### config.mk
export PLATFORM = sky130hd
export DESIGN_NAME = pc_unit
export DESIGN_NICKNAME = d
export VERILOG_FILES = /design/src/rtl/pc_unit.sv
export SDC_FILE = /design/constraint.sdc
export NUM_CORES = 1
export LEC_CHECK = 0
export ABC_AREA = 1
export CORE_AREA = 2 2 144 146
export DETAILED_ROUTE_END_ITERATION = 8
export DIE_AREA = 0 0 146 148
export MAX_ROUTING_LAYER = met4
export PLACE_DENSITY = 0.86
export SLEW_MARGIN = 20
export SYNTH_ARGS = -nofsm -noshare
export SYNTH_HDL_FRONTEND = slang
export SYNTH_SLANG_ARGS = --single-unit
### constraint.sdc
create_clock -name clk -period 2.5 [get_ports clk]
set_clock_uncertainty 0.1 [all_clocks]
set_input_delay 0.5 -clock clk [delete_from_list [all_inputs] [get_ports clk]]
set_output_delay 0.5 -clock clk [all_outputs]
set_load 0.005 [all_outputs]
### src/rtl/pc_unit.sv
// Program counter with trap/return, redirect handling and a circular return-address stack.
// Misaligned redirects are converted into traps and flagged for one cycle.
module pc_unit #(
  parameter int unsigned     XLEN       = 32,
  parameter logic [XLEN-1:0] RESET_ADDR = '0,
  parameter logic [XLEN-1:0] TRAP_VEC   = XLEN'(32'h100),
  parameter int unsigned     RAS_DEPTH  = 4
) (
  input  logic                         clk,
  input  logic                         rstn,
  input  logic                         stall,
  input  logic                         trap_en,
  input  logic                         mret_en,
  input  logic                         branch_en,
  input  logic [XLEN-1:0]              branch_addr,
  input  logic                         ras_push,
  input  logic                         ras_pop,
  output logic [XLEN-1:0]              pc_cnt,
  output logic [XLEN-1:0]              epc,
  output logic [$clog2(RAS_DEPTH):0]   ras_count,
  output logic                         misalign
);

  localparam int unsigned PW = $clog2(RAS_DEPTH);
  localparam int unsigned CW = PW + 1;

  logic [XLEN-1:0] pc_q, pc_d;
  logic [XLEN-1:0] epc_q, epc_d;
  logic [XLEN-1:0] ras_q [RAS_DEPTH];
  logic [XLEN-1:0] ras_d [RAS_DEPTH];
  logic [PW-1:0]   top_q, top_d;
  logic [CW-1:0]   cnt_q, cnt_d;
  logic            misalign_q, misalign_d;

  logic [XLEN-1:0] pc_plus4;
  logic [PW-1:0]   top_idx;

  always_comb begin
    pc_plus4   = pc_q + XLEN'(4);
    top_idx    = top_q - PW'(1);
    pc_d       = pc_q;
    epc_d      = epc_q;
    ras_d      = ras_q;
    top_d      = top_q;
    cnt_d      = cnt_q;
    misalign_d = 1'b0;

    if (trap_en) begin
      pc_d  = TRAP_VEC;
      epc_d = pc_q;
    end else if (mret_en) begin
      pc_d = epc_q;
    end else if (branch_en) begin
      if (branch_addr[1:0] == 2'b00) begin
        pc_d = branch_addr;
      end else begin
        pc_d       = TRAP_VEC;
        epc_d      = pc_q;
        misalign_d = 1'b1;
      end
    end else if (!stall) begin
      pc_d = pc_plus4;
      // top_q is the next write slot; when full it also marks the oldest entry,
      // so a saturated push overwrites it without extra bookkeeping.
      if (ras_pop && (cnt_q != '0)) begin
        pc_d = ras_q[top_idx];
        if (ras_push) begin
          ras_d[top_idx] = pc_plus4;
        end else begin
          top_d = top_idx;
          cnt_d = cnt_q - CW'(1);
        end
      end else if (ras_push) begin
        ras_d[top_q] = pc_plus4;
        top_d        = top_q + PW'(1);
        if (cnt_q != CW'(RAS_DEPTH)) begin
          cnt_d = cnt_q + CW'(1);
        end
      end
    end
  end

  always_ff @(posedge clk or negedge rstn) begin
    if (!rstn) begin
      pc_q       <= RESET_ADDR;
      epc_q      <= '0;
      top_q      <= '0;
      cnt_q      <= '0;
      misalign_q <= 1'b0;
      for (int unsigned i = 0; i < RAS_DEPTH; i++) begin
        ras_q[i] <= '0;
      end
    end else begin
      pc_q       <= pc_d;
      epc_q      <= epc_d;
      top_q      <= top_d;
      cnt_q      <= cnt_d;
      misalign_q <= misalign_d;
      ras_q      <= ras_d;
    end
  end

  assign pc_cnt    = pc_q;
  assign epc       = epc_q;
  assign ras_count = cnt_q;
  assign misalign  = misalign_q;

endmodule

* Yosys cells after proc, flatten, opt, wreduce, memory -nomap -nowiden
Cells that the tools add are included.
Widths: inputs -> output; s select.
** Storage, ports and cells
- Bits in registers :: 198
- Word-level logic and storage cells :: 74
- Bits of input ports :: 40
- Output and inout bits :: 68
** Cells by class
- Order comparisons :: 4
- Eq/ne operators :: 5
- $add $sub $neg :: 5
- Mux-type cells :: 33
- Bitwise gates (word level) :: 6
- Reductions and logical operators :: 12
** Operators by type and width (count)
- $mux 32 :: 14
- $mux 128 :: 3
- $bwmux 128 :: 2
- $demux 32 s2 :: 2
- $bmux 32 s2 :: 1
- $add 32x3->32 const B :: 1
- $mux 3 :: 4
- $reduce_and 7->1 :: 1
- $ge 3x3->1 const B :: 2
- $lt 3x1->1 const B :: 2
- $mux 2 :: 3
- $ne 2x2->1 const B :: 3
- $not 2->3 :: 2
- $reduce_and 6->1 :: 1
- $reduce_bool 2->1 :: 3
- $reduce_and 5->1 :: 1
- $mux 1 :: 4
- $ne 4x1->1 const B :: 1
- $not 1->1 :: 4
- $add 3x1->3 const B :: 1
- $logic_and 1x1->1 :: 3
- $ne 3x3->1 const B :: 1
- $reduce_and 3->1 :: 1
- $reduce_bool 3->1 :: 1
- 4 further kinds :: 4

* Depth between registers and ports, before layout
Gate-level depths: netlist of run 1.
- Word-level depth :: 10
- Mapped depth :: 14

* Worst setup path before layout of run 1
No wires, ideal clock.
- Path kind :: reg2reg
- From :: reg top_q[0]
- To :: reg pc_q[3], in the netlist pc_cnt[3]
- Cell stages (with the launch flop) :: 15
- Path buffers :: 4
- Required time :: 2.279 ns
- Arrival time :: 2.199 ns
- Library setup time :: 0.121 ns
- Period minus slack after synthesis :: 2.420 ns
- Setup slack :: 0.080 ns
- Path through :: dfrtp_1 > buf_2 > inv_2 > clkbuf_1 > ha_1 > buf_2 > inv_1 > clkbuf_1 > o21ai_0 > nand2_1 > nand2_1 > nand2_1 > a21oi_1 > o21ai_1 > nand2_1
** Between the ends
- Word-level cells in the longest chain between the ends :: 10
** RTL lines
- start: declaration :: RTL line 31 : logic [PW-1:0] top_q, top_d;
- start signal: assignment :: RTL line 96 : top_q <= top_d;
- $sub 2x1->2 :: RTL line 40 : top_idx = top_q - PW'(1);
- named net top_idx[0] :: RTL line 36 : logic [PW-1:0] top_idx;
- $not 2->3 (implied by the code) :: RTL line 66 : pc_d = ras_q[top_idx];
- $bmux 32 s2 :: RTL line 66
- $mux 32 (implied by the code) (2 in series) :: RTL line 66
- $mux 32 :: RTL line 65 : if (ras_pop && (cnt_q != '0)) begin
- $mux 32 :: RTL line 61 : end else if (!stall) begin
- $mux 32 :: RTL line 53 : end else if (branch_en) begin
- $mux 32 :: RTL line 51 : end else if (mret_en) begin
- $mux 32 :: RTL line 48 : if (trap_en) begin
- end signal: assignment :: RTL line 94 : pc_q <= pc_d;
- end: declaration :: RTL line 27 : logic [XLEN-1:0] pc_q, pc_d;
The timed path passes the listed nets, and every way through them passes these cells. The select of a mux whose other input is x is not followed.
A chain may end at the register's enable or synchronous reset.

* Final worst setup path of run 1
- From :: reg top_q[0]
- To :: reg ras_q[41] (netlist name)
** Between the ends
- Word-level cells in the longest chain between the ends :: 9
** RTL lines
- $sub 2x1->2 :: RTL line 40
- $not 2->3 (implied by the code) :: RTL line 68 : ras_d[top_idx] = pc_plus4;
- $ge 3x3->1 (implied by the code) or $lt 3x1->1 (tied branches) :: RTL line 68
- $logic_and 1x1->1 (implied by the code) :: RTL line 68
- $mux 32 (implied by the code) :: RTL line 68
- $demux 32 s2 :: RTL line 68
- $bwmux 128 :: RTL line 68
- $mux 128 :: RTL line 67 : if (ras_push) begin
- $mux 128 (*) :: RTL line 65
- end signal: assignment :: RTL line 99 : ras_q <= ras_d;
- end: declaration :: RTL line 29 : logic [XLEN-1:0] ras_q [RAS_DEPTH];
Every way passes the cells marked *; elsewhere a longest branch is shown, timed or not. The select of a mux whose other input is x is not followed.

==> results of run 1 <==
## path summary, 6_finish.rpt
check / from / endpoint / slack [ns] / cells after the start
max reg2reg: top_q[0] / ras_q[41] / 0.32 / 10
max in group asynchronous: rstn / ras_q[17] / 1.12 / 3
min: ras_q[59] / ras_q[59] / 0.38 / 2
min in group asynchronous: rstn / ras_q[53] / 0.53 / 2
min reg2reg: ras_q[59] / ras_q[59] / 0.38 / 2
max: top_q[0] / ras_q[41] / 0.32 / 10
## tightest hold or removal path: cells and delay by family, from the launching register on
| family | cells | cell delay, ns |
|---|---|---|
| DFF | 1 | 0.34 |
| AOI/OAI and AO/OA | 1 | 0.06 |
| and+or+nand+nor | 1 | 0.05 |
## power by group through the flow
stage	registers [uW]	clock network [uW]	logic (uW)
CTS	4270	2650	3890
global route	4360	2780	4390
global placement	4280	0	3730
detailed placement	4320	0	3850
floorplan	4210	0	2500
finish	4290	2670	3920
## flip-flops by register name (all words and copies together), names as in the netlist
name       count
epc           32
misalign       1
pc_cnt        32
ras_count      3
ras_q        128
top_q          2
## logic make-up after synthesis
logic type / after synthesis / synth area share [%]
and+or+nand+nor: 680 / 27.7
AOI/OAI and AO/OA: 301 / 15.1
DFF: 198 / 48.1
buffers and inverters: 149 / 6.38
xor gates and xnor gates: 15 / 1.35
adders and majority gates: 9 / 1.16
muxes: 2 / 0.218
## final cells by class
cell class	count	area, um^2	share of cell area [%]
clock buffers	22	464	3.77
repair buffers	138	1500	12.1
flip-flops and latches	198	4960	40.2
multi-input cells	1007	4700	38.1
inverters	73	274	2.22
well taps	270	338	2.74
clock inverters	10	96.3	0.782
## timing repair
item,4_1_cts,5_1_grt
hold buffers,1,0
resized for setup,0,0
endpoints found under the hold margin,2,0
## cell usage in the layout, fill, tap and decap left out, drive strengths merged, types with 10 or more instances in the layout
master | netlist | layout
nand2 | 476 | 476
o21ai | 207 | 207
dfrtp | 198 | 198
nor2 | 134 | 134
clkdlybuf4s50 | 0 | 106
inv | 73 | 75
a21oi | 62 | 62
nand3 | 44 | 44
buf | 54 | 30
clkbuf | 22 | 23
a31oi | 19 | 19
and2 | 11 | 11
nand3b | 10 | 10
## routing by layer
layer / track usage [%] / part of all wire (%)
met1: 38.3 / 42
met2: 42.8 / 46
met3: 5.56 / 9.6
met4: 8.30 / 2.2
met5: - / 0
## per-stage QoR
step / utilization, % / setup WS (ns) / cells / hold slack [ns] / cell area (um^2)
floorplan: - / 0.0803 / 1354 / 0.104 / 10300
global placement: 58.7 / 0.208 / 1685 / 0.358 / 11800
detailed placement: 58.7 / 0.141 / 1685 / 0.360 / 11800
CTS: 61.5 / 0.331 / 1718 / 0.385 / 12300
global route: 61.5 / 0.151 / 1718 / 0.402 / 12300
finish: 61.5 / 0.317 / 1718 / 0.383 / 12300
==> qor.csv, run 1 <==
metric,value,unit
result_of_the_run,"complete, no violations",
mappedNetlistNets,1403,
crit_type,reg -> reg,
floorplan.rows,52,
num-nets-final,1484,
totalWireLength,28800,um
cts.sinks,198,
cell_family_with_most_cp_delay,buffers and inverters,
grt_util_all_layers,28.0,%
min_period,2.18,ns
critical_path_buf_inv_count,4,
post_route_drc_violation_count,0,
synth.ff_latch_count,198,
comb_power_share,36.0,%
grt.overflow.total,0,
gp_weighted_congestion,0.908,
drt_iter0_markers,1160,
synthesis.instances,1354,
period_share,87.3,%
grt_first_pass_wirelength,47100,um
post-synth-top-count-cell,nand2_1,
max-slew-margin-rel,55.8,%
area.growth.synth_to_final,19.5,%
die_w,146,um
post_synth_instance_area,10300,um^2
yosys.cell_types.count,40,
layout-drive-gt1-share,7.11,%
detailed_place_hpwl,19000,um
grt_antenna_before_repair,0,
yosys-top-cells-area,"dfrtp_1, nand2_1, o21ai_0",
share_seq_of_total_power,39.4,%
max_stage_delay,0.51,ns
yosys_most_used_dff,dfrtp_1,
synthTopCellsByCount,"nand2_1, dfrtp_1, o21ai_0, nor2_1, inv_1",
place.port_buffers,107,
first_global_vias,9105,
ys.warnings.count,0,
p_clk_share,24.5,%
fin_setup_tns,0,ns
p_sw_share,37.8,%
tritoncts.num_buffers,17,
intPower,6770,uW
max_clock_freq,458,MHz
setup_violations,0,
rsz0062_at_grt,no,
grt_max_degree,73,
leakage_dissipation,0.00553,uW
crit_path_top_delay_cell,buf_4,
ys_seq_area_share,48.1,%
clock-root-buffer,clkbuf_16,
route.vias.total,9781,
yosys.area.top_type,dfrtp_1,
dr.pass1.iters,6,
routed_via_density,5.69,
final_ant_viol_nets,0,
clock_insertion_delay_worst_skew,0.44,ns
cp_cell_sequence,"inv_2, buf_4, ha_1, nand2_1, nand2_1, nand2_2, buf_12, inv_1, nand2_1, o21ai_0",
cap_viol_max_count,0,
worst-endpoint-arrival,2.41,ns
worstPathRequired,2.73,ns
design.portCount,108,
max-clock-path-buffers,2,
fp.dieArea,21600,um^2
pin_slew_with_the_least_headroom_to_its_limit,0.662,ns
wl_per_cell,16.8,um
synth_enable_flop_cells,0,
initial_core_util,51.5,%
cp_max_fo,64,
postSynth.asyncResetShare,100,%
h-tree-depth,4,
setup.worst_path.end_class,flop,
number_of_setup_buffers_added_after_cts,0,
hp-class,reg -> reg,
post_synth.cell_area_avg,7.62,um^2
p_total,10900,uW
tritoncts,yes,
die_y,148,um
slew_violations,0,
power.density_cell_area,883,nW/um^2
num_antenna_cells,0,
fillCellCount,1652,
critPathLaunchType,flop,
p_switching,4110,uW
core_region_area,20000,um^2
synth.top_cell.area_share,48.1,%
path_clk_slew,0.07,ns
finalHoldViolations,0,
most_used_cell_cp,nand2_1,
irDropWorstVdd,0.575,mV
(Power assumes the default switching activity.)
==> run 2: changes to the inputs <==
--- a/config.mk
+++ b/config.mk
@@ -11,2 +11,3 @@
 export DIE_AREA = 0 0 146 148
+export GPL_ROUTABILITY_DRIVEN = 0
 export MAX_ROUTING_LAYER = met4
--- a/constraint.sdc
+++ b/constraint.sdc
@@ -4,2 +4,2 @@
 set_output_delay 0.5 -clock clk [all_outputs]
-set_load 0.005 [all_outputs]
+set_load 0.05 [all_outputs]
==> run 2 against run 1 <==
Effect of this change:
- sequential cell count unchanged
- first-iteration DRC count up 18%
- maximum frequency down 11%
- final cell count up 0.29%
- sequential share of layout area down 0.40 points
- die area unchanged
- worst hold slack worse by 0.00091 ns
- register-to-register slack worse by 0.11 ns
==> qor.csv, run 2 (synthesized netlist as in run 1, its figures left out) <==
metric,value,unit,change
crit-reg2reg-launch,top_q[1],,
hp-class,reg -> reg,,
cap_viol_max_count,0,,unchanged
max-clock-path-buffers,2,,unchanged
dr.pass1.iters,8,,+2
floorplan.rows,52,,unchanged
path_clk_slew,0.08,ns,about the same
irDropWorstVdd,0.539,mV,-6.3%
largest-register,ras_q,,
reg2reg_slack,0.21,ns,-0.11 ns
tritoncts.num_buffers,17,,unchanged
cp_max_fo,7,,-89%
worst_hold_path.num_cells,2,,unchanged
fillCellCount,1640,,-0.73%
fp.dieArea,21600,um^2,unchanged
max_stage_delay,0.87,ns,+0.36 ns
critPathLaunchType,flop,,
totalWireLength,29400,um,+2.1%
route.vias.total,9816,,+0.36%
slew_violations,0,,unchanged
layout_common_cells,"nand2_1, dfrtp_1, o21ai_0",,
r2r_cells,11,,+1
top_usage_layer,met2,,
grt.overflow.total,0,,unchanged
groute.layer.met2.usage,42.4,%,-0.33 points
routed_via_density,5.70,,about the same
max_clock_freq,407,MHz,-11%
finalHoldViolations,0,,unchanged
drt_iter0_markers,1365,,+18%
final_ant_viol_nets,0,,unchanged
die_w,146,um,unchanged
critical_path_buf_inv_count,1,,-3
leakage_dissipation,0.00559,uW,+1.2%
h-tree-depth,4,,unchanged
worst-endpoint-arrival,1.86,ns,-0.55 ns
die_y,148,um,unchanged
worstReg2RegEnd,pc_cnt[23],,
layout.cells.most_common,nand2_1,,
place.port_buffers,107,,unchanged
rsz0062_at_grt,no,,
fin_setup_tns,0,ns,unchanged
gr-usage-met1,39.5,%,+1.1 points
core_region_area,20000,um^2,unchanged
use_met3,4.81,%,-0.74 points
grt_antenna_before_repair,0,,unchanged
crit_type,reg -> out,,
grt_first_pass_wirelength,47600,um,+1.1%
endpoint,pc_cnt[26],,
worstPathRequired,1.90,ns,-0.83 ns
setup.worst_path.end_class,output port,,
p_total,11800,uW,+8.7%
setup_violations,0,,unchanged
grt_util_all_layers,28.3,%,+0.30 points
period_share,98.4,%,+11 points
cts.sinks,198,,unchanged
num-nets-final,1489,,+0.34%
num_antenna_cells,0,,unchanged
crit_path_top_delay_cell,clkdlybuf4s50_1,,
design.portCount,108,,unchanged
wl_per_cell,17.1,um,+1.8%
max-slew-margin-rel,56.6,%,+0.73 points
detailed_place_hpwl,18800,um,-0.80%
cp_cell_sequence,clkdlybuf4s50_1,,
seq_area,4960,um^2,about the same
post_route_drc_violation_count,0,,unchanged
number_of_setup_buffers_added_after_cts,0,,unchanged
multiInputGateArea,4700,um^2,unchanged
layout-drive-gt1-share,7.71,%,+0.59 points
result_of_the_run,"complete, no violations",,
clock-root-buffer,clkbuf_16,,
power.density_cell_area,950,nW/um^2,+7.6%
min_period,2.46,ns,+0.277 ns
largest_register_ffs,128,,unchanged
first_global_vias,9023,,-0.90%
grt_max_degree,71,,-2.7%
tritoncts,yes,,
area.growth.synth_to_final,20.8,%,
initial_core_util,51.5,%,unchanged
clock_insertion_delay_worst_skew,0.45,ns,about the same
depth_of_the_critical_timing_path_with_buffers_and_inverters_included,1,,-9
crit_start,pc_cnt[26],,
cell_family_with_most_cp_delay,buffers and inverters,,
pin_slew_with_the_least_headroom_to_its_limit,0.647,ns,-0.0155 ns
[run 2: how the worst min path moves through the flow]
stage | start | endpoint
after global routing | ras_q[58] | ras_q[58]
final | ras_q[43] | ras_q[43]
after detailed placement | ras_q[9] | ras_q[9]
after floorplan | rstn | epc[0]
after global placement | ras_q[114] | ras_q[114]
after CTS | ras_q[9] | ras_q[9]
[run 2: report_power, final]
group / total (uW) / internal, uW / switching [uW]
combinational: 4480 / 1510 / 2970
sequential: 4300 / 3830 / 465
clock: 3060 / 1790 / 1270
[run 2: area by class of cell]
type	instances	share of cell area [%]
clock buffer	17	3.42
clock inverter	15	1.81
inverter	73	2.20
multi-input combinational	1007	37.7
sequential	198	39.8
tap	270	2.71
timing repair buffer	143	12.3
[run 2: what timing repair did]
item	4_1_cts	5_1_grt
endpoints found under the hold margin	53	0
hold buffers	1	0
resized for setup	1	1
endpoints found under the setup margin	1	1
[run 2: layer usage]
metal | wire length (um) | up-vias | part of all wire (%)
li1 | - | 4525 | -
met1 | 12500 | 4641 | 42
met2 | 13400 | 577 | 46
met3 | 2760 | 73 | 9.4
met4 | 790 | 0 | 2.7
met5 | 0 | - | 0
[run 2: per-stage QoR]
| step | utilization, % | setup WS (ns) | cell area [um^2] | instances | hold slack, ns |
|---|---|---|---|---|---|
| floorplan | - | 0.0803 | 10300 | 1354 | 0.104 |
| global placement | 58.9 | 0.150 | 11800 | 1690 | 0.361 |
| detailed placement | 58.9 | 0.0879 | 11800 | 1690 | 0.367 |
| CTS | 62.1 | 0.0412 | 12500 | 1723 | 0.385 |
| global route | 62.2 | 0.0206 | 12500 | 1723 | 0.399 |
| finish | 62.2 | 0.0401 | 12500 | 1723 | 0.382 |
==> variant 1: new RTL, flow settings as in run 1 <==
Register the output `pc_cnt` once more; this adds one clock of latency there. The other outputs are not delayed to match.
--- a/src/rtl/pc_unit.sv
+++ b/src/rtl/pc_unit.sv
@@ -102,3 +102,5 @@
 
-  assign pc_cnt    = pc_q;
+  always_ff @(posedge clk) begin
+    pc_cnt <= pc_q;
+  end
   assign epc       = epc_q;
Check against the original RTL: not equivalent (a bounded check fails within 4 cycles, from zero or initial values and one cycle with rstn low).
==> variant 1 against run 1 <==
  * Count of clock-buffer cells in the layout is 16 higher
  * Wire length is 2.5% higher
  * Synthesized cell count is 0.66% higher
  * Setup slack worse by 100 ps
  * Sequential cell count is 32 higher
  * First-iteration DRC count is 6.3% lower
  * Final area is 5.4% higher
  * Worst hold slack worse by 110 ps
  * Sequential power is 14% higher
  * Synthesized area is 4.9% higher
  * Power is 13% higher
==> variant 1: results (changes against run 1) <==
Finish
  – Multi-input logic area: 4640 µm² (-1.3%)
  – # fillers: 1625 (-1.6%)
  – Share of post-route cells with drive strength above 1: 0.0688 (-0.00238)
  – ANT cells: 0 (unchanged)
  – Final nets: 1500 (+1.1%)

Route
  – Total Routed Length: 29500 µm (+2.5%)
  – Via count: 9818 (+0.38%)
  – Drt initial violations: 1087 (-6.3%)
  – Pre-Repair DR Iteration Count: 5 (-1)

Worst hold path
  – Min-delay src: pc_q[0]
  – Hold WC Path Type: reg2reg
  – Hold path cells: 0 (-2)
  – Hold Path Sink: pc_cnt[0]

Pwr
  – Sw Ratio: 0.355 (-0.0223)
  – Max VDD drop: 0.561 mV (-2.4%)
  – Leakage: 5.70 nW (+3.2%)

STA
  – Part of the cycle the worst path needs: 0.913 (+0.0399)
  – Slew margin rel.: 0.545 (-0.0136)
  – Worst Hold Slack: 271 ps (-112 ps)

Worst setup path
  – Worst r2r src: top_q[1]
  – Slowest library cell on the worst path: a31oi_1
  – Crit path to: pc_q[22]
  – Reg2reg setup slack: 220 ps (-100 ps)
  – Slowest Stage Delay on Critical Path: 420 ps (-90 ps)
  – Worst R2R Path Depth: 11 (+1)
  – Worst path top cell family by delay: compound AO/OA/AOI/OAI gates
  – Crit-path max FO: 8 (-88%)
  – Worst EP arrival: 2630 ps (+220 ps)

Yosys
  – Netlist cell types: 40 (unchanged)
  – Most frequent cells after synthesis: 441 x nand2_1, 198 x dfrtp_1, 149 x o21ai_0
  – Synth Net Count: 1412 (+0.64%)
  – Top post-synthesis cells by area: dfrtp_1 46%, nand2_1 15%, o21ai_0 6.9%
  – Async SR Flop Fraction: 0.861 (-0.139)
  – Avg Inst Size Synth: 7.93 µm² (+4.2%)
  – Sequential fraction of the synthesis area: 0.517 (+0.0368)

Outcome
  – Status: finished clean

Clock tree
  – Clk_lat worst skew: 540 ps (+100 ps)
  – Max Root-Sink Buffers: 3 (+1)
  – H-Tree Depth: 1 (-3)
  – Num CTS Buffers: 24 (+7)
  – Clk pin slew, worst setup/hold paths: roughly 60 ps

Placement
  – Post-DP HPWL: 19600 µm (+3.1%)
  – IO buf count: 107 (unchanged)
  – Area post-placement: 12200 µm² (+4.1%)
  – Post-placement cell count: 1694 (+0.53%)
  – RD Place Congestion: 0.942 (+3.7%)
  – Pre-CTS setup slack: 69.3 ps (-72.0 ps)

GRT
  – Vias in the first global route: 9326 (+2.4%)
  – First-pass GRT wire length: 48000 µm (+1.9%)
  – Largest net degree at the start of global routing: 70 (-4.1%)
  – GRT Resource Usage Total: 0.281 (+0.00111)
[variant 1: cell type report]
| class | count | area share |
|---|---|---|
| multi-input cells | 993 | 0.357 |
| clock inverters | 6 | 0.00568 |
| inverters | 66 | 0.0193 |
| flip-flops and latches | 230 | 0.431 |
| clock buffers | 38 | 0.0518 |
| repair buffers | 136 | 0.109 |
| well taps | 270 | 0.0260 |
[variant 1: kinds of logic (layout without fill, tap and decap cells)]
family,after synthesis,in the layout,share of synthesized area
xor gates and xnor gates,17,17,0.0145
adders and majority gates,9,9,0.0111
DFF,230,230,0.517
AOI/OAI and AO/OA,314,314,0.152
muxes,4,4,0.00416
buffers and inverters,140,246,0.0539
and+or+nand+nor,649,649,0.247
[variant 1: timing repair]
action	in CTS	in global routing
hold buffers	1	0
endpoints found under the hold margin	47	0
buffers inserted	0	0
[variant 1: power groups by stage]
stage / clock (mW) / sequential (mW) / combinational [mW]
after floorplan: 0 / 4.83 / 2.48
after global routing: 3.58 / 4.98 / 4.39
after CTS: 3.42 / 4.89 / 3.91
after detailed placement: 0 / 4.94 / 3.86
final: 3.41 / 4.91 / 3.96
after global placement: 0 / 4.91 / 3.77
[variant 1: worst register-to-register path, cell delays in order, from the launching register on]
cell and delay (ps):
dfrtp_1 390, inv_1 120, ha_1 340, clkinv_1 130, buf_4 190, nor2_1 90
o21ai_0 100, a31oi_1 420, nand2_1 120, nand2_1 80, nand2_1 60, nand2_1 60
[variant 1: layer usage]
metal  track usage  part of all wire  vias up
met1         0.405              0.43     4654
met5             -                 0        -
met3        0.0417             0.095       44
met2         0.418              0.45      527
li1              -                 -     4593
met4        0.0825             0.022        0
==> variant 2: new RTL, flow settings as in run 1 <==
Made on the original files. Set the parameter `RAS_DEPTH` to 2 (it was 4).
--- a/src/rtl/pc_unit.sv
+++ b/src/rtl/pc_unit.sv
@@ -6,3 +6,3 @@
   parameter logic [XLEN-1:0] TRAP_VEC   = XLEN'(32'h100),
-  parameter int unsigned     RAS_DEPTH  = 4
+  parameter int unsigned     RAS_DEPTH  = 2
 ) (
Ports: changed (resized ras_count); port bits go from 108 to 107. The function was not compared with the original's and may differ.
==> variant 2 against run 1 <==
  * Sequential cell count is 66 lower
  * Clock power is 4% lower
  * Global-route usage is 7.7 points lower
  * First-iteration DRC count is 37% lower
  * Final area is 28% lower
  * Register-to-register slack better by 80 ps
  * Synthesized area is 34% lower
  * Setup slack better by 55 ps
  * Critical path depth is 9 lower
  * The flow now finishes with violations (design-rule violations)
  * Power is 34% lower
  * Wire length is 27% lower
  * Final cell count is 27% lower
==> variant 2: results (changes against run 1) <==
Route
  – DRC: 1 (+1)
  – Total Routed Length: 21000 µm (-27%)
  – Pre-Repair DR Iteration Count: 8 (+2)
  – Via count: 6598 (-33%)
  – Drt initial violations: 729 (-37%)

Yosys
  – Top post-synthesis cells by area: dfrtp_1 49%, nand2_1 15%, o21ai_0 6.0%
  – Sequential fraction of the synthesis area: 0.487 (+0.00620)
  – Most frequent cells after synthesis: 272 x nand2_1, 132 x dfrtp_1, 81 x o21ai_0
  – Avg Inst Size Synth: 7.80 µm² (+2.4%)
  – YS warnings: 0 (unchanged)
  – Netlist cell types: 37 (-7.5%)
  – Synth Net Count: 912 (-35%)

Pwr
  – Max VDD drop: 0.476 mV (-17%)
  – Leakage: 3.74 nW (-32%)

Outcome
  – Status: finished, violations left
  – Violated checks: design-rule violations

Worst setup path
  – Crit path buffers/inverters: 1 (-3)
  – Slowest Stage Delay on Critical Path: 570 ps (+60 ps)
  – Worst r2r src: pc_cnt[2]
  – Slowest library cell on the worst path: clkdlybuf4s50_1
  – Crit-path max FO: 7 (-89%)
  – Worst EP arrival: 1530 ps (-880 ps)
  – CP Launch Point: pc_cnt[4]

GRT
  – GRT Resource Usage Total: 0.203 (-0.0768)
  – Largest net degree at the start of global routing: 50 (-32%)
  – Vias in the first global route: 6287 (-31%)
  – First-pass GRT wire length: 33600 µm (-29%)

Placement
  – Post-DP HPWL: 14400 µm (-24%)
  – Post-placement cell count: 1229 (-27%)
  – IO buf count: 106 (-0.93%)
  – RD Place Congestion: 0.939 (+3.4%)

Finish
  – Share of post-route cells with drive strength above 1: 0.0898 (+0.0187)
  – Final std cells w/o fill: 1261 (-27%)
  – Max reg flops: 64 (-50%)
  – Final nets: 1021 (-31%)
  – # fillers: 1947 (+18%)

Clock tree
  – H-Tree Depth: 4 (unchanged)
  – Root buffer cell: clkbuf_16
  – Clk_lat worst skew: between 400 and 500 ps
  – Max Root-Sink Buffers: 2 (unchanged)

STA
  – Slew margin rel.: 0.655 (+0.0965)

Worst hold path
  – Min-delay src: ras_q[5]
-- variant 2: final timing paths --
kind	cells after the start	slack, ps	to
worst min-delay path	2	370	ras_q[5]
max in group asynchronous	3	1150	ras_q[7]
worst max register to register	9	400	pc_cnt[18]
worst max-delay path	1	370	pc_cnt[4]
min in group asynchronous	2	500	pc_cnt[4]
worst min register to register	2	370	ras_q[5]
-- variant 2: cell type report --
class,instances,area (µm²),share of cell area
Tap cell,270,338,0.0383
Inverter,61,229,0.0259
Multi-Input combinational cell,637,3030,0.344
Sequential cell,132,3300,0.374
Timing Repair Buffer,130,1330,0.150
Clock inverter,12,155,0.0176
Clock buffer,19,443,0.0502
-- variant 2: logic make-up (layout without fill, tap and decap cells) --
family                   count (synthesis)  count (layout)  synth area share
AO/OA/AOI/OAI                          197             197             0.163
XOR/XNOR                                17              17            0.0230
adder cells (fa/ha/maj)                  2               2           0.00369
buffers and inverters                  101             222            0.0673
flip-flops                             132             132             0.487
multiplexers                             1               1           0.00147
AND/OR/NAND/NOR                        420             420             0.254
-- variant 2: through the flow --
| step | setup WS [ps] | hold WS [ps] | cell area (µm²) |
|---|---|---|---|
| floorplan | 793 | 104 | 6790 |
| global placement | 194 | 348 | 8220 |
| detailed placement | 86.4 | 359 | 8220 |
| CTS | 385 | 375 | 8830 |
| global route | 234 | 396 | 8830 |
| finish | 372 | 374 | 8830 |
-- variant 2: routing by layer --
layer,part of all wire,wire length (µm),vias to the layer above,track usage
met4,0.029,608,0,0.0738
met5,0,0,-,-
li1,-,-,3059,-
met2,0.45,9570,340,0.313
met3,0.10,2120,58,0.0506
met1,0.42,8740,3141,0.262
-- variant 2: power by group --
group	internal [mW]	leakage [nW]	total, mW	switching [mW]
combinational	0.773	1.71	1.73	0.953
sequential	2.54	1.75	2.86	0.318
clock	1.59	0.290	2.55	0.957
total	4.91	3.74	7.14	2.23
